==> config.mk <==
export PLATFORM = sky130hd
export DESIGN_NAME = mem_arbiter
export DESIGN_NICKNAME = d
export VERILOG_FILES = /design/src/rtl/mem_arbiter_pkg.sv /design/src/rtl/mem_byte_lane.sv /design/src/rtl/mem_arbiter.sv
export SDC_FILE = /design/constraint.sdc
export NUM_CORES = 1
export LEC_CHECK = 0
export CAP_MARGIN = 20
export CORE_ASPECT_RATIO = 1.25
export CORE_MARGIN = 3
export CORE_UTILIZATION = 40
export DETAILED_ROUTE_END_ITERATION = 16
export PLACE_DENSITY = 0.87
export REMOVE_ABC_BUFFERS = 1
export SLEW_MARGIN = 20
export SYNTH_ARGS = -nofsm -noshare
export SYNTH_HDL_FRONTEND = slang
export SYNTH_SLANG_ARGS = --single-unit
export TNS_END_PERCENT = 20
==> constraint.sdc <==
create_clock -name clk -period 5.2 [get_ports clk]
set_input_delay 0.78 -clock clk [delete_from_list [all_inputs] [get_ports clk]]
set_output_delay 0.78 -clock clk [all_outputs]
set_load 0.01 [all_outputs]
==> src/rtl/mem_arbiter_pkg.sv <==
// Shared types and default tuning constants for the memory-port arbiter.
package mem_arbiter_pkg;

  // Which requester currently owns the memory port.
  typedef enum logic [1:0] {
    GNT_NONE = 2'd0,
    GNT_I    = 2'd1,
    GNT_D    = 2'd2,
    GNT_L    = 2'd3
  } gnt_t;

  // Arbiter sequencing state: waiting to pick a winner, or one transaction in flight.
  typedef enum logic {
    ARB_IDLE = 1'b0,
    ARB_BUSY = 1'b1
  } arb_state_t;

  // Consecutive D/L grants tolerated while fetch waits.
  localparam int STARVE_MAX_DEF = 3;

  // Cycles a transaction may stay outstanding before it is aborted.
  localparam int TIMEOUT_DEF = 16;

endpackage

==> src/rtl/mem_byte_lane.sv <==
// Little-endian byte-lane steering between the 16-bit memory word and byte accesses.
// Writes replicate the low byte onto both lanes and pick the byte enable from
// the address LSB; reads move the selected lane down and zero the upper byte.
module mem_byte_lane (
  input  logic        byt,
  input  logic        addr_lsb,
  input  logic        wr,
  input  logic [15:0] wdata,
  input  logic [15:0] rdata,
  output logic [1:0]  be,
  output logic [15:0] wdata_lane,
  output logic [15:0] rdata_lane
);

  // Byte enables, replicated write data and aligned read data, all purely combinational.
  always_comb begin
    be         = 2'b11;
    wdata_lane = 16'h0000;
    rdata_lane = rdata;
    if (byt) begin
      be         = addr_lsb ? 2'b10 : 2'b01;
      rdata_lane = {8'h00, (addr_lsb ? rdata[15:8] : rdata[7:0])};
    end
    if (wr) begin
      wdata_lane = byt ? {wdata[7:0], wdata[7:0]} : wdata;
    end
  end

endmodule

==> src/rtl/mem_arbiter.sv <==
// Shares the single 16-bit memory port between instruction fetch (I), data
// access (D) and the program loader (L). Fixed priority D > L > I with a
// starvation guard that forces I through after STARVE_MAX back-to-back D/L
// grants; one transaction at a time, variable-latency ack, timeout abort.
module mem_arbiter
  import mem_arbiter_pkg::*;
#(
  parameter int STARVE_MAX = STARVE_MAX_DEF,
  parameter int TIMEOUT    = TIMEOUT_DEF
) (
  input  logic        clk,
  input  logic        rst_n,
  input  logic        i_req,
  input  logic [15:0] i_addr,
  output logic        i_ack,
  output logic [15:0] i_rdata,
  input  logic        d_req,
  input  logic        d_wr,
  input  logic        d_byt,
  input  logic [15:0] d_addr,
  input  logic [15:0] d_wdata,
  output logic        d_ack,
  output logic [15:0] d_rdata,
  input  logic        l_req,
  input  logic [15:0] l_addr,
  input  logic [15:0] l_wdata,
  output logic        l_ack,
  output logic        bus_err,
  output logic        mem_req,
  output logic        mem_wr,
  output logic [14:0] mem_addr,
  output logic [1:0]  mem_be,
  output logic [15:0] mem_wdata,
  input  logic        mem_ack,
  input  logic [15:0] mem_rdata
);

  localparam logic [7:0]  STARVE_LIM = 8'(STARVE_MAX);
  localparam logic [15:0] TMO_LAST   = 16'(TIMEOUT - 1);

  arb_state_t  state;
  gnt_t        gnt;
  gnt_t        win;
  logic [7:0]  starve_cnt;
  logic [15:0] tmo_cnt;
  logic        byt_q;
  logic        lsb_q;

  logic [15:0] win_addr;
  logic [15:0] win_wdata;
  logic        win_wr;
  logic        win_byt;

  logic        lane_byt;
  logic        lane_lsb;
  logic [1:0]  lane_be;
  logic [15:0] lane_wdata;
  logic [15:0] lane_rdata;

  logic        busy;
  logic        grant;
  logic        done;
  logic        tmo;
  logic        finish;

  assign busy   = (state == ARB_BUSY);
  assign grant  = !busy && (win != GNT_NONE);
  assign done   = busy && mem_ack;
  assign tmo    = busy && !mem_ack && (tmo_cnt == TMO_LAST);
  assign finish = done || tmo;

  assign mem_req = busy;
  assign bus_err = tmo;
  assign i_ack   = finish && (gnt == GNT_I);
  assign d_ack   = finish && (gnt == GNT_D);
  assign l_ack   = finish && (gnt == GNT_L);
  assign i_rdata = (done && (gnt == GNT_I)) ? mem_rdata  : 16'h0000;
  assign d_rdata = (done && (gnt == GNT_D)) ? lane_rdata : 16'h0000;

  // While idle the lane sees the prospective winner; while busy it sees the latched access.
  assign lane_byt = busy ? byt_q : win_byt;
  assign lane_lsb = busy ? lsb_q : win_addr[0];

  mem_byte_lane u_lane (
    .byt        (lane_byt),
    .addr_lsb   (lane_lsb),
    .wr         (win_wr),
    .wdata      (win_wdata),
    .rdata      (mem_rdata),
    .be         (lane_be),
    .wdata_lane (lane_wdata),
    .rdata_lane (lane_rdata)
  );

  // Pick the winner: starved fetch first, otherwise D > L > I.
  always_comb begin
    win = GNT_NONE;
    if (i_req && (starve_cnt == STARVE_LIM)) begin
      win = GNT_I;
    end else if (d_req) begin
      win = GNT_D;
    end else if (l_req) begin
      win = GNT_L;
    end else if (i_req) begin
      win = GNT_I;
    end
  end

  // Gather the winner's request fields; fetch and loader are always word accesses.
  always_comb begin
    win_addr  = 16'h0000;
    win_wdata = 16'h0000;
    win_wr    = 1'b0;
    win_byt   = 1'b0;
    case (win)
      GNT_I: begin
        win_addr = i_addr;
      end
      GNT_D: begin
        win_addr  = d_addr;
        win_wdata = d_wdata;
        win_wr    = d_wr;
        win_byt   = d_byt;
      end
      GNT_L: begin
        win_addr  = l_addr;
        win_wdata = l_wdata;
        win_wr    = 1'b1;
      end
      default: begin
      end
    endcase
  end

  // Transaction sequencer: latch the winner in IDLE, hold it stable until ack or timeout.
  always_ff @(posedge clk or negedge rst_n) begin
    if (!rst_n) begin
      state     <= ARB_IDLE;
      gnt       <= GNT_NONE;
      mem_wr    <= 1'b0;
      mem_addr  <= 15'h0000;
      mem_be    <= 2'b00;
      mem_wdata <= 16'h0000;
      byt_q     <= 1'b0;
      lsb_q     <= 1'b0;
      tmo_cnt   <= 16'h0000;
    end else if (!busy) begin
      if (grant) begin
        state     <= ARB_BUSY;
        gnt       <= win;
        mem_wr    <= win_wr;
        mem_addr  <= win_addr[15:1];
        mem_be    <= lane_be;
        mem_wdata <= lane_wdata;
        byt_q     <= win_byt;
        lsb_q     <= win_addr[0];
        tmo_cnt   <= 16'h0000;
      end
    end else if (finish) begin
      state   <= ARB_IDLE;
      gnt     <= GNT_NONE;
      tmo_cnt <= 16'h0000;
    end else begin
      tmo_cnt <= tmo_cnt + 16'h0001;
    end
  end

  // Starvation guard: count D/L grants that bypass a waiting fetch, saturating.
  always_ff @(posedge clk or negedge rst_n) begin
    if (!rst_n) begin
      starve_cnt <= 8'h00;
    end else if (!i_req) begin
      starve_cnt <= 8'h00;
    end else if (grant) begin
      if (win == GNT_I) begin
        starve_cnt <= 8'h00;
      end else if (starve_cnt != STARVE_LIM) begin
        starve_cnt <= starve_cnt + 8'h01;
      end
    end
  end

endmodule

==> PnR_summary.wiki, run 1 <==
{| class="wikitable"
! Metric !! Value
|-
| PwrDens || 364 mW/mm^2
|-
| All-Layer GR Usage || 23.3%
|-
| Fraction of registers with async set or reset after synthesis || 100%
|-
| First-pass DRT Iterations || 5
|-
| Yosys synthesis warning count || 0
|-
| Cell class contributing the biggest share of worst-path delay || compound AO/OA/AOI/OAI gates
|-
| Input/output buffers || 174
|-
| Result of the run || finished, final reports clean
|-
| DRC viols || 0
|-
| Placer congestion estimate || 0.852
|-
| Fraction of power spent switching nets || 35.8%
|-
| Proportion of layout cells with a drive suffix above 1 || 6.16%
|-
| Final max-slew violation count || 0
|-
| Endpoints failing hold || 0
|-
| Crit path top cell by count || clkdlybuf4s50_1
|-
| Setup TNS || 0 ns
|-
| First-pass GRT wire length || 19.5 mm
|-
| Worst-path maximum fanout || 18
|-
| DP Wirelength || 8.90 mm
|-
| Number of enable flip-flop cells after synthesis || 0
|-
| Primary flip-flop cell chosen by synthesis mapping || dfrtp_1
|-
| Max-capacitance violation count || 0
|-
| Clock tree from TritonCTS || built
|-
| Hold-fix buffers at CTS || 0
|-
| Sum of overflow across all layers after global routing || 0
|-
| Flop pwr share || 35.7%
|-
| Vias || 3,935
|-
| P_leak || 2.32 nW
|-
| Fmax || 205 MHz
|-
| I/O pin cnt || 175
|-
| Portion of the post-synthesis area used by sequential elements || 42.5%
|-
| Number of inserted diodes || 0
|-
| Unique cell type count in the Yosys netlist || 51
|-
| Post-layout min period || 4.87 ns
|-
| Critical Path Sink Type || output port
|-
| Largest cells by area after synthesis || dfrtp_1 (42%), nand2_1 (5.6%), a221oi_1 (5.4%)
|-
| Clock buffer depth || 2
|-
| Wirelength, routed || 11.9 mm
|-
| Signed area change from the synthesized netlist to the final layout || 54.4%
|-
| Worst hold path class || reg2reg
|-
| Non-filler cells in the finished layout || 704
|-
| Crit share post-route || 93.6%
|-
| Max-slew headroom at the worst pin || 41.6%
|-
| Clock transition at the registers of the reported paths || 0.07 ns
|-
| Sort of element at the start of the critical path || input pin
|-
| Combinational fraction of design power || 43.7%
|-
| Unrepaired setup endpoints after global routing || no
|-
| Insertion delay of the later-clocked pin in the worst-skew pair || 0.35 ns
|-
| Crit-path slowest cell || a2111oi_4
|-
| Longest individual stage delay on the worst path || 0.83 ns
|-
| Critical path class || in2out
|-
| Power Internal || 0.00134 W
|-
| Actual slew at the worst max-slew pin || 0.872 ns
|-
| DR iter-0 viols || 206
|-
| Detail Route Antenna Nets || 0
|-
| Initial antenna violation count || 0
|-
| Core Footprint || 0.00884 sq mm
|-
| Starting density of the core || 42.0%
|-
| Worst ir drop on vdd || 0.219 mV
|-
| NetSw || 0.000747 W
|-
| Clock buffers created by TritonCTS || 9
|-
| Overall die area || 0.0105 sq mm
|-
| Die Y || 114 um
|-
| Count of endpoints failing setup in the final report || 0
|-
| Clock tree sinks || 63
|-
| Post-CTS setup buffer count || 0
|-
| Most common cell after layout, fill and taps aside || clkdlybuf4s50_1
|-
| Number of placement rows || 38
|-
| Count of buffer and inverter cells on the critical path || 2
|-
| PostCTS Resize Cnt || 0
|-
| Flop and latch count out of synthesis || 63
|-
| Portion of total power attributed to the clock network || 20.6%
|-
| Number of global-route vias before repair || 4,074
|-
| Max Clock Skew || 0.00807 ns
|-
| Pin count of the biggest net entering global routing || 64
|-
| Number of levels in the clock H-tree || 3
|-
| DIE WIDTH || 92.2 um
|-
| Clock tree root driver cell || clkbuf_8
|-
| Post-synthesis cell type with the largest combined area || dfrtp_1
|-
| Area share of the leading cell type in the synthesized netlist || 42.5%
|-
| Number of placed cells counting well taps || 688
|-
| Count of nets after finishing || 685
|-
| Mapped Cells || 416
|-
| Critical Path RT || 4.42 ns
|-
| Summed instance area of the synthesized netlist || 0.00371 sq mm
|-
| Cells along the critical path || clkdlybuf4s50_1 > nor4bb_4 > a22o_2 > a22oi_4 > a2111oi_4 > mux2i_1 > clkdlybuf4s50_1
|-
| Data arrival time of the worst path || 4.09 ns
|-
| Routed length per instance || 16.9 um
|-
| Per-cell via count in the routed design || 5.59
|-
| Synth Area per Inst || 8.92 sq um
|-
| Commonest cells after routing, fill and taps aside || clkdlybuf4s50_1 (173), dfrtp_1 (63), nand2_1 (55)
|}
cell usage after synthesis, types with 3 or more instances:
library cell / n
a21o_1: 3
o31ai_1: 8
nor3_1: 3
mux2i_1: 8
a21boi_0: 3
dfrtp_1: 63
a21oi_1: 15
a31oi_1: 11
o21ai_0: 16
xor2_1: 3
clkbuf_1: 25
a221oi_1: 23
nor4_1: 3
nand2_1: 55
a22o_1: 17
and3_1: 15
nand3_1: 7
and2_1: 26
nor2_1: 48
nor2b_1: 3
and4_1: 4
xnor2_1: 3
inv_1: 3
a22oi_1: 9
nand2b_1: 10
power groups by stage:
stage / Clock (W) / Sequential (W) / Combinational (W)
after floorplan: 0 / 0.000786 / 0.000354
after global placement: 0 / 0.000737 / 0.000888
after detailed placement: 0 / 0.000751 / 0.000911
after CTS: 0.000436 / 0.000744 / 0.000917
after global routing: 0.000462 / 0.000769 / 0.000994
final: 0.000430 / 0.000745 / 0.000911
sequential cells by signal (all words and copies together) (netlist names):
| register | count |
|---|---|
| byt_q | 1 |
| gnt | 2 |
| lsb_q | 1 |
| mem_addr | 15 |
| mem_be | 2 |
| mem_req | 1 |
| mem_wdata | 16 |
| mem_wr | 1 |
| starve_cnt | 8 |
| tmo_cnt | 16 |
path summary, 6_finish.rpt:
kind | from | to | slack, ns | cells past startpoint
max | i_req | d_rdata[1] | 0.33 | 7
min | mem_wdata[10]$_DFFE_PN0P_ | mem_wdata[10]$_DFFE_PN0P_ | 0.48 | 2
max reg2reg | mem_req$_DFF_PN0_ | tmo_cnt[5]$_DFFE_PN0P_ | 2.73 | 5
min reg2reg | mem_wdata[10]$_DFFE_PN0P_ | mem_wdata[10]$_DFFE_PN0P_ | 0.48 | 2
max in group asynchronous | rst_n | tmo_cnt[15]$_DFFE_PN0P_ | 4.08 | 2
min in group asynchronous | rst_n | tmo_cnt[7]$_DFFE_PN0P_ | 0.59 | 2
final cells by class:
cell class	count	area, sq um
well taps	120	150
flip-flops and latches	63	1580
clock inverters	5	57.6
fillers	714	3110
multi-input cells	321	2000
clock buffers	11	141
inverters	3	11.3
repair buffers	181	1790
per-stage QoR:
| stage | worst slack, ns | utilization, % | hold slack [ns] | power, W | cell area, sq um |
|---|---|---|---|---|---|
| 2_1_floorplan | 1.13 | - | 0.467 | 0.00114 | 3590 |
| 3_3_place_gp | 0.494 | 62.5 | 0.460 | 0.00162 | 5530 |
| 3_5_place_dp | 0.317 | 62.5 | 0.465 | 0.00166 | 5530 |
| 4_1_cts | 0.312 | 64.8 | 0.480 | 0.00210 | 5730 |
| 5_1_grt | 0.106 | 64.8 | 0.520 | 0.00222 | 5730 |
| 6_report | 0.333 | 64.8 | 0.476 | 0.00209 | 5730 |
logic make-up after synthesis:
logic type / count (synthesis) / share of synthesized area, %
compound gates: 120 / 24.3
xor+xnor: 6 / 1.42
fa+ha+maj: 2 / 0.674
buf+inv: 32 / 3.67
flops: 63 / 42.5
mux: 8 / 2.16
simple gates: 185 / 25.3
metal layers:
metal  global-route usage (%)  wire (um)  up-vias
met5                        0          0        -
met4                     10.5        377        0
met3                     7.45        913       34
met2                     40.4       6100      177
met1                     26.1       4510     1876
li1                         -          -     1848
worst min-delay path, stage by stage (launching register included):
cell     delay (ns)
dfrtp_1        0.34
nand2_1        0.05
o31ai_1        0.05
Power figures use the tool's default switching activity.
==> run 2, diff against run 1 <==
Settings changed: CORE_UTILIZATION 40 to 45, PLACE_DENSITY 0.87 to 0.95.
==> PnR_summary.wiki, run 2 (same netlist as run 1, synthesis figures left out) <==
{| class="wikitable"
! Metric !! Value
|-
| Number of fill cells || 584 (was 714)
|-
| Worst R2R End || tmo_cnt[5]$_DFFE_PN0P_ (unchanged)
|-
| Max Clock Skew || 0.00795 ns (was 0.00807 ns)
|-
| Fmax || 217 MHz (was 205 MHz)
|-
| Commonest cells after routing, fill and taps aside || clkdlybuf4s50_1 (173), dfrtp_1 (63), nand2_1 (55) (unchanged)
|-
| Cells along the critical path || clkdlybuf4s50_1 > nor4bb_4 > a22o_2 > a22oi_4 > a2111oi_4 > buf_4 > mux2i_1 > clkdlybuf4s50_1 (was clkdlybuf4s50_1 > nor4bb_4 > a22o_2 > a22oi_4 > a2111oi_4 > mux2i_1 > clkdlybuf4s50_1)
|-
| CP startpoint || i_req (unchanged)
|-
| Data arrival time of the worst path || 3.83 ns (was 4.09 ns)
|-
| Crit share post-route || 88.6% (was 93.6%)
|-
| Number of inserted diodes || 0 (unchanged)
|-
| Most common cell after layout, fill and taps aside || clkdlybuf4s50_1 (unchanged)
|-
| I/O pin cnt || 175 (unchanged)
|-
| DIE WIDTH || 87.2 um (was 92.2 um)
|-
| Max-capacitance violation count || 0 (unchanged)
|-
| Longest individual stage delay on the worst path || 0.64 ns (was 0.83 ns)
|-
| Number of cells on the critical path || 8 (was 7)
|-
| PostCTS Resize Cnt || 0 (unchanged)
|-
| Clock buffers created by TritonCTS || 9 (unchanged)
|-
| First-pass GRT wire length || 18.4 mm (was 19.5 mm)
|-
| Unrepaired setup endpoints after global routing || no (unchanged)
|-
| Overall die area || 0.00938 sq mm (was 0.0105 sq mm)
|-
| Sort of element at the start of the critical path || input pin (unchanged)
|-
| Setup slack after placement || 0.581 ns (was 0.317 ns)
|-
| Clock tree sinks || 63 (unchanged)
|-
| Worst Reg2Reg Path Length in Cells || 5 (unchanged)
|-
| Final non-filler cell area || 0.00568 sq mm (was 0.00573 sq mm)
|-
| Signed area change from the synthesized netlist to the final layout || 53.0% (was 54.4%)
|-
| Wirelength, routed || 11.7 mm (was 11.9 mm)
|-
| Sum of overflow across all layers after global routing || 0 (unchanged)
|-
| Number of placement rows || 36 (was 38)
|-
| Worst-path maximum fanout || 18 (unchanged)
|-
| Number of global-route vias before repair || 3,845 (was 4,074)
|-
| Critical Path Sink Type || output port (unchanged)
|-
| Reg2Reg Launch Point || mem_req$_DFF_PN0_ (unchanged)
|-
| Proportion of layout cells with a drive suffix above 1 || 5.85% (was 6.16%)
|-
| Core Footprint || 0.00793 sq mm (was 0.00884 sq mm)
|-
| Clock transition at the registers of the reported paths || 0.07 ns (about the same)
|-
| Actual slew at the worst max-slew pin || 0.850 ns (was 0.872 ns)
|-
| Hold Slack || 0.482 ns (was 0.476 ns)
|-
| DR iter-0 viols || 253 (was 206)
|-
| Count of nets after finishing || 686 (was 685)
|-
| Min setup slack post-route || 0.590 ns (was 0.333 ns)
|-
| Detail Route Antenna Nets || 0 (unchanged)
|-
| Clock buffer depth || 2 (unchanged)
|-
| Hold-fix buffers at CTS || 0 (unchanged)
|-
| Insertion delay of the later-clocked pin in the worst-skew pair || 0.34 ns (was 0.35 ns)
|-
| P_leak || 2.32 nW (about the same)
|-
| DP Wirelength || 8.75 mm (was 8.90 mm)
|-
| Cell class contributing the biggest share of worst-path delay || buffers and inverters (was compound AO/OA/AOI/OAI gates)
|-
| First-pass DRT Iterations || 4 (was 5)
|-
| Placer congestion estimate || 0.883 (was 0.852)
|-
| Routed length per instance || 17.3 um (was 16.9 um)
|-
| Setup TNS || 0 ns (unchanged)
|-
| Initial antenna violation count || 0 (unchanged)
|-
| Endpoints failing hold || 0 (unchanged)
|-
| Biggest registers after layout || mem_wdata x16, tmo_cnt x16, mem_addr x15 (unchanged)
|-
| Worst ir drop on vdd || 0.236 mV (was 0.219 mV)
|-
| Max-slew headroom at the worst pin || 43.1% (was 41.6%)
|-
| Starting density of the core || 46.8% (was 42.0%)
|-
| Pin count of the biggest net entering global routing || 64 (unchanged)
|-
| Finished Core Util || 71.6% (was 64.8%)
|-
| Per-cell via count in the routed design || 5.79 (was 5.59)
|-
| Crit path top cell by count || clkdlybuf4s50_1 (unchanged)
|-
| Input/output buffers || 174 (unchanged)
|-
| Final max-slew violation count || 0 (unchanged)
|-
| DRC viols || 0 (unchanged)
|-
| All-Layer GR Usage || 25.0% (was 23.3%)
|-
| PwrDens || 360 mW/mm^2 (was 364 mW/mm^2)
|-
| Number of levels in the clock H-tree || 3 (unchanged)
|-
| Post-layout min period || 4.61 ns (was 4.87 ns)
|-
| Vias || 3,911 (was 3,935)
|-
| Post-CTS setup buffer count || 0 (unchanged)
|-
| Destination of the critical timing path || d_rdata[4] (was d_rdata[1])
|-
| Die Y || 108 um (was 114 um)
|-
| Count of endpoints failing setup in the final report || 0 (unchanged)
|-
| Result of the run || finished, final reports clean (unchanged)
|-
| Clock tree from TritonCTS || built (unchanged)
|-
| Critical Path RT || 4.42 ns (about the same)
|-
| Placed Area || 0.00550 sq mm (was 0.00553 sq mm)
|-
| Worst hold path class || reg2reg (unchanged)
|-
| Setup slack of the worst register-to-register path || 2.77 ns (was 2.73 ns)
|-
| Crit-path slowest cell || clkdlybuf4s50_1 (was a2111oi_4)
|-
| Critical path class || in2out (unchanged)
|-
| Clock tree root driver cell || clkbuf_8 (unchanged)
|-
| Count of buffer and inverter cells on the critical path || 3 (was 2)
|}
==> run 2: cell count changes in the layout (fill, tap and decap cells not counted) <==
| cell | delta |
|---|---|
| buf_4 | +1 |
| clkbuf_1 | -1 |
| clkinvlp_4 | -3 |
==> run 2: worst min-delay path by stage <==
stage,from,to,cells after the start
finish,mem_wdata[8]$_DFFE_PN0P_,mem_wdata[8]$_DFFE_PN0P_,2
global route,mem_wdata[15]$_DFFE_PN0P_,mem_wdata[15]$_DFFE_PN0P_,2
CTS,mem_wdata[15]$_DFFE_PN0P_,mem_wdata[15]$_DFFE_PN0P_,2
detailed placement,mem_wdata[15]$_DFFE_PN0P_,mem_wdata[15]$_DFFE_PN0P_,2
global placement,mem_wr$_DFFE_PN0P_,mem_wr$_DFFE_PN0P_,2
floorplan,tmo_cnt[10]$_DFFE_PN0P_,tmo_cnt[10]$_DFFE_PN0P_,1
==> run 2: cell type report <==
class	instances	area (sq um)	share of cell area, %
clock buffer	10	138	2.42
tap	95	119	2.09
clock inverter	2	35.0	0.617
timing repair buffer	182	1800	31.6
inverter	3	11.3	0.198
multi-input combinational	321	2000	35.3
sequential	63	1580	27.8
==> run 2: layer usage <==
| metal | part of all wire [%] | routed length, um | GRT usage [%] | vias up |
|---|---|---|---|---|
| met1 | 36 | 4230 | 28.2 | 1873 |
| met4 | 1.6 | 192 | 9.76 | 0 |
| met3 | 7.7 | 905 | 6.43 | 17 |
| li1 | - | - | - | 1851 |
| met5 | 0 | 0 | 0 | - |
| met2 | 54 | 6370 | 44.4 | 170 |
==> run 2: power breakdown <==
| part | internal [W] | switching [W] | total [W] |
|---|---|---|---|
| logic | 0.000476 | 0.000430 | 0.000906 |
| clock network | 0.000223 | 0.000176 | 0.000399 |
| registers | 0.000631 | 0.000111 | 0.000742 |
| total | 0.00133 | 0.000717 | 0.00205 |
==> run 2: tightest hold or removal path, stage by stage, from the launching register on <==
cell and delay, ns:
dfrtp_1 0.34, nand2_1 0.05, o31ai_1 0.06
==> run 2: per-stage QoR <==
stage | power (W) | cells
2_1_floorplan | 0.00114 | 387
3_3_place_gp | 0.00162 | 664
3_5_place_dp | 0.00166 | 664
4_1_cts | 0.00206 | 676
5_1_grt | 0.00218 | 676
6_report | 0.00205 | 676
==> run 3, diff against run 2 <==
Settings changed: ABC_AREA set to 1, CORE_UTILIZATION 45 to 46, SKIP_LAST_GASP set to 1, TNS_END_PERCENT 20 to 1.
==> PnR_summary.wiki, run 3 <==
{| class="wikitable"
! Metric !! Value
|-
| Result of the run || finished, final reports clean (unchanged)
|-
| Starting density of the core || 48.5% (was 46.8%)
|-
| Wirelength, routed || 12.2 mm (was 11.7 mm)
|-
| Data arrival time of the worst path || 3.33 ns (was 3.83 ns)
|-
| Number of cells on the critical path || 12 (was 8)
|-
| Critical Path RT || 4.42 ns (about the same)
|-
| Flop and latch count out of synthesis || 63 (unchanged)
|-
| Pin count of the biggest net entering global routing || 64 (unchanged)
|-
| Number of placement rows || 36 (unchanged)
|-
| Signed area change from the synthesized netlist to the final layout || 51.0% (was 53.0%)
|-
| Hold-fix buffers at CTS || 0 (unchanged)
|-
| Yosys synthesis warning count || 0 (unchanged)
|-
| Simple-gate share of the synthesized area || 31.6% (was 25.3%)
|-
| Clock tree root driver cell || clkbuf_8 (unchanged)
|-
| First-pass GRT wire length || 19.7 mm (was 18.4 mm)
|-
| Max Clock Skew || 0.00780 ns (was 0.00795 ns)
|-
| Unrepaired setup endpoints after global routing || no (unchanged)
|-
| Met2 Use GR || 44.3% (was 44.4%)
|-
| Crit-path slowest cell || clkdlybuf4s50_1 (unchanged)
|-
| Fraction of registers with async set or reset after synthesis || 100% (unchanged)
|-
| PwrDens || 392 mW/mm^2 (was 360 mW/mm^2)
|-
| Mapped Cells || 524 (was 416)
|-
| DRC viols || 0 (unchanged)
|-
| Routed length per instance || 15.4 um (was 17.3 um)
|-
| Clock transition at the registers of the reported paths || 0.06 ns (was 0.07 ns)
|-
| Number of global-route vias before repair || 4,331 (was 3,845)
|-
| Clock tree from TritonCTS || built (unchanged)
|-
| First-pass DRT Iterations || 5 (was 4)
|-
| Portion of the post-synthesis area used by sequential elements || 40.8% (was 42.5%)
|-
| Fraction of met1 tracks used by global routing || 30.0% (was 28.2%)
|-
| Placer congestion estimate || 0.918 (was 0.883)
|-
| Number of fill cells || 565 (was 584)
|-
| Worst hold path class || reg2reg (unchanged)
|-
| Number of inserted diodes || 0 (unchanged)
|-
| Detail Route Antenna Nets || 0 (unchanged)
|-
| Worst-path maximum fanout || 32 (was 18)
|-
| Sort of element at the start of the critical path || input pin (unchanged)
|-
| Count of endpoints failing setup in the final report || 0 (unchanged)
|-
| CP startpoint || i_req (unchanged)
|-
| I/O pin cnt || 175 (unchanged)
|-
| DP Wirelength || 9.26 mm (was 8.75 mm)
|-
| Largest family of logic cells by synthesized area || simple AND/OR/NAND/NOR gates (unchanged)
|-
| P_leak || 2.57 nW (was 2.32 nW)
|-
| Number of levels in the clock H-tree || 3 (unchanged)
|-
| Max-capacitance violation count || 0 (unchanged)
|-
| Max-slew headroom at the worst pin || 47.6% (was 43.1%)
|-
| Cells along the critical path || clkdlybuf4s50_1 > nand2_1 > nor2_2 > nand2_2 > nand2_4 > nor2_4 > nand3_4 > nand2_2 > nand3_1 > nand2_1 > nor2_1 > clkdlybuf4s50_1 (was clkdlybuf4s50_1 > nor4bb_4 > a22o_2 > a22oi_4 > a2111oi_4 > buf_4 > mux2i_1 > clkdlybuf4s50_1)
|-
| Crit share post-route || 79.1% (was 88.6%)
|-
| Die Y || 108 um (about the same)
|-
| Busiest grt layer || met2 (unchanged)
|-
| Most common cell after layout, fill and taps aside || clkdlybuf4s50_1 (unchanged)
|-
| Primary flip-flop cell chosen by synthesis mapping || dfrtp_1 (unchanged)
|-
| Area share of the leading cell type in the synthesized netlist || 40.8% (was 42.5%)
|-
| All-Layer GR Usage || 26.5% (was 25.0%)
|-
| Post-synthesis cell type with the largest combined area || dfrtp_1 (unchanged)
|-
| XOR/XNOR Fraction of Synth Area || 2.72% (was 1.42%)
|-
| Clock buffers created by TritonCTS || 9 (unchanged)
|-
| Clock tree sinks || 63 (unchanged)
|-
| Reg2Reg Launch Point || starve_cnt[0]$_DFFE_PN0P_ (was mem_req$_DFF_PN0_)
|-
| Initial antenna violation count || 0 (unchanged)
|-
| Number of enable flip-flop cells after synthesis || 0 (unchanged)
|-
| Destination of the critical timing path || d_rdata[3] (was d_rdata[4])
|-
| Proportion of layout cells with a drive suffix above 1 || 7.18% (was 5.85%)
|-
| Setup TNS || 0 ns (unchanged)
|-
| Count of buffer and inverter cells on the critical path || 2 (was 3)
|-
| Input/output buffers || 174 (unchanged)
|-
| Summed instance area of the synthesized netlist || 0.00386 sq mm (was 0.00371 sq mm)
|-
| Synth Area per Inst || 7.38 sq um (was 8.92 sq um)
|-
| Final max-slew violation count || 0 (unchanged)
|-
| Hold Slack || 0.479 ns (was 0.482 ns)
|-
| Core Footprint || 0.00797 sq mm (was 0.00793 sq mm)
|-
| Worst Reg2Reg Path Length in Cells || 11 (was 5)
|-
| Critical path class || in2out (unchanged)
|-
| Worst ir drop on vdd || 0.253 mV (was 0.236 mV)
|-
| Insertion delay of the later-clocked pin in the worst-skew pair || 0.34 ns (about the same)
|-
| Actual slew at the worst max-slew pin || 0.786 ns (was 0.850 ns)
|-
| Count of nets after finishing || 797 (was 686)
|-
| Post-CTS setup buffer count || 0 (unchanged)
|-
| Synthesized-area fraction occupied by ao, oa, aoi and oai cells || 15.6% (was 24.3%)
|-
| Worst R2R End || mem_wdata[15]$_DFFE_PN0P_ (was tmo_cnt[5]$_DFFE_PN0P_)
|-
| Endpoints failing hold || 0 (unchanged)
|-
| DIE WIDTH || 88.0 um (was 87.2 um)
|-
| Clock buffer depth || 2 (unchanged)
|-
| Biggest registers after layout || mem_wdata x16, tmo_cnt x16, mem_addr x15 (unchanged)
|-
| Fmax || 243 MHz (was 217 MHz)
|-
| Dominant cell by count in the synthesized netlist || nand2_1 (was dfrtp_1)
|-
| DR iter-0 viols || 269 (was 253)
|-
| Commonest cells after routing, fill and taps aside || clkdlybuf4s50_1 (173), nand2_1 (155), nor2_1 (66) (was clkdlybuf4s50_1 (173), dfrtp_1 (63), nand2_1 (55))
|-
| Longest individual stage delay on the worst path || 0.59 ns (was 0.64 ns)
|-
| Post-Synth Adder-Cell Area || 0.647% (was 0.674%)
|-
| Overall die area || 0.00954 sq mm (was 0.00938 sq mm)
|-
| Per-cell via count in the routed design || 5.38 (was 5.79)
|-
| PostCTS Resize Cnt || 0 (unchanged)
|-
| Post-layout min period || 4.11 ns (was 4.61 ns)
|-
| Top cells by instance count after synthesis || nand2_1 (155), nor2_1 (66), dfrtp_1 (63) (was dfrtp_1 (63), nand2_1 (55), nor2_1 (48))
|-
| Unique cell type count in the Yosys netlist || 39 (was 51)
|-
| Largest cells by area after synthesis || dfrtp_1 (41%), nand2_1 (15%), nor2_1 (6.4%) (was dfrtp_1 (42%), nand2_1 (5.6%), a221oi_1 (5.4%))
|-
| Setup slack of the worst register-to-register path || 2.95 ns (was 2.77 ns)
|-
| Critical Path Sink Type || output port (unchanged)
|-
| Cell class contributing the biggest share of worst-path delay || simple AND/OR/NAND/NOR gates (was buffers and inverters)
|-
| Fraction of synthesized area in multiplexers || 0.259% (was 2.16%)
|-
| Met3 Track Usage GR || 9.15% (was 6.43%)
|-
| Sum of overflow across all layers after global routing || 0 (unchanged)
|-
| Vias || 4,258 (was 3,911)
|}
[run 3: cell types whose count changed after synthesis, moves of 14 or more]
cell / change
nand2_1: +100
clkbuf_1: -19
and3_1: -15
inv_1: +45
and2_1: -26
nand3_1: +27
nor2_1: +18
o21ai_1: +14
a221oi_1: -23
[run 3: routing by layer]
metal | routed length (um) | part of all wire, %
met1 | 4540 | 37
met2 | 6250 | 51
met3 | 1010 | 8.3
met4 | 386 | 3.2
met5 | 0 | 0
[run 3: cell families (layout without fill, tap and decap cells)]
kind of cell / count (synthesis) / in the layout
AOI/OAI and AO/OA: 85 / 85
xor gates and xnor gates: 12 / 12
adders and majority gates: 2 / 2
buffers and inverters: 76 / 248
DFF: 63 / 63
muxes: 1 / 1
and+or+nand+nor: 285 / 285
[run 3: power breakdown]
group	switching, W	internal (W)
Sequential	0.000120	0.000644
Combinational	0.000561	0.000510
Clock	0.000183	0.000269
[run 3: final cells by class]
cell class                 instances  area (sq um)  area share [%]
multi-input combinational        385          1960            33.7
timing repair buffer             178          1770            30.3
sequential                        63          1580            27.0
inverter                          54           205            3.52
clock buffer                      12           135            2.32
tap                               95           119            2.04
clock inverter                     4          70.1            1.20
[run 3: metrics by stage]
step	util, %	instances	power [W]	worst slack (ns)	cell area, sq um
final	73.2	791	0.00229	1.09	5840
after CTS	73.2	791	0.00230	1.09	5840
after global placement	70.6	775	0.00180	1.20	5630
after floorplan	-	502	0.00126	2.06	3750
after detailed placement	70.6	775	0.00184	1.12	5630
after global routing	73.2	791	0.00244	0.882	5840
[run 3: how the worst min path moves through the flow]
| stage | from | to | slack (ns) | cells past startpoint |
|---|---|---|---|---|
| after global routing | mem_wdata[0]$_DFFE_PN0P_ | mem_wdata[0]$_DFFE_PN0P_ | 0.50 | 2 |
| after floorplan | byt_q$_DFFE_PN0P_ | byt_q$_DFFE_PN0P_ | 0.44 | 2 |
| final | mem_wr$_DFFE_PN0P_ | mem_wr$_DFFE_PN0P_ | 0.48 | 2 |
| after CTS | mem_wr$_DFFE_PN0P_ | mem_wr$_DFFE_PN0P_ | 0.48 | 2 |
| after global placement | mem_wr$_DFFE_PN0P_ | mem_wr$_DFFE_PN0P_ | 0.46 | 2 |
| after detailed placement | mem_wdata[14]$_DFFE_PN0P_ | mem_wdata[14]$_DFFE_PN0P_ | 0.47 | 2 |
[run 3: worst register-to-register path, delay by kind of cell, from the launching register on]
kind | cells | cell delay (ns)
simple gates | 8 | 1.14
compound gates | 2 | 0.33
fa+ha+maj | 1 | 0.26
flops | 1 | 0.41
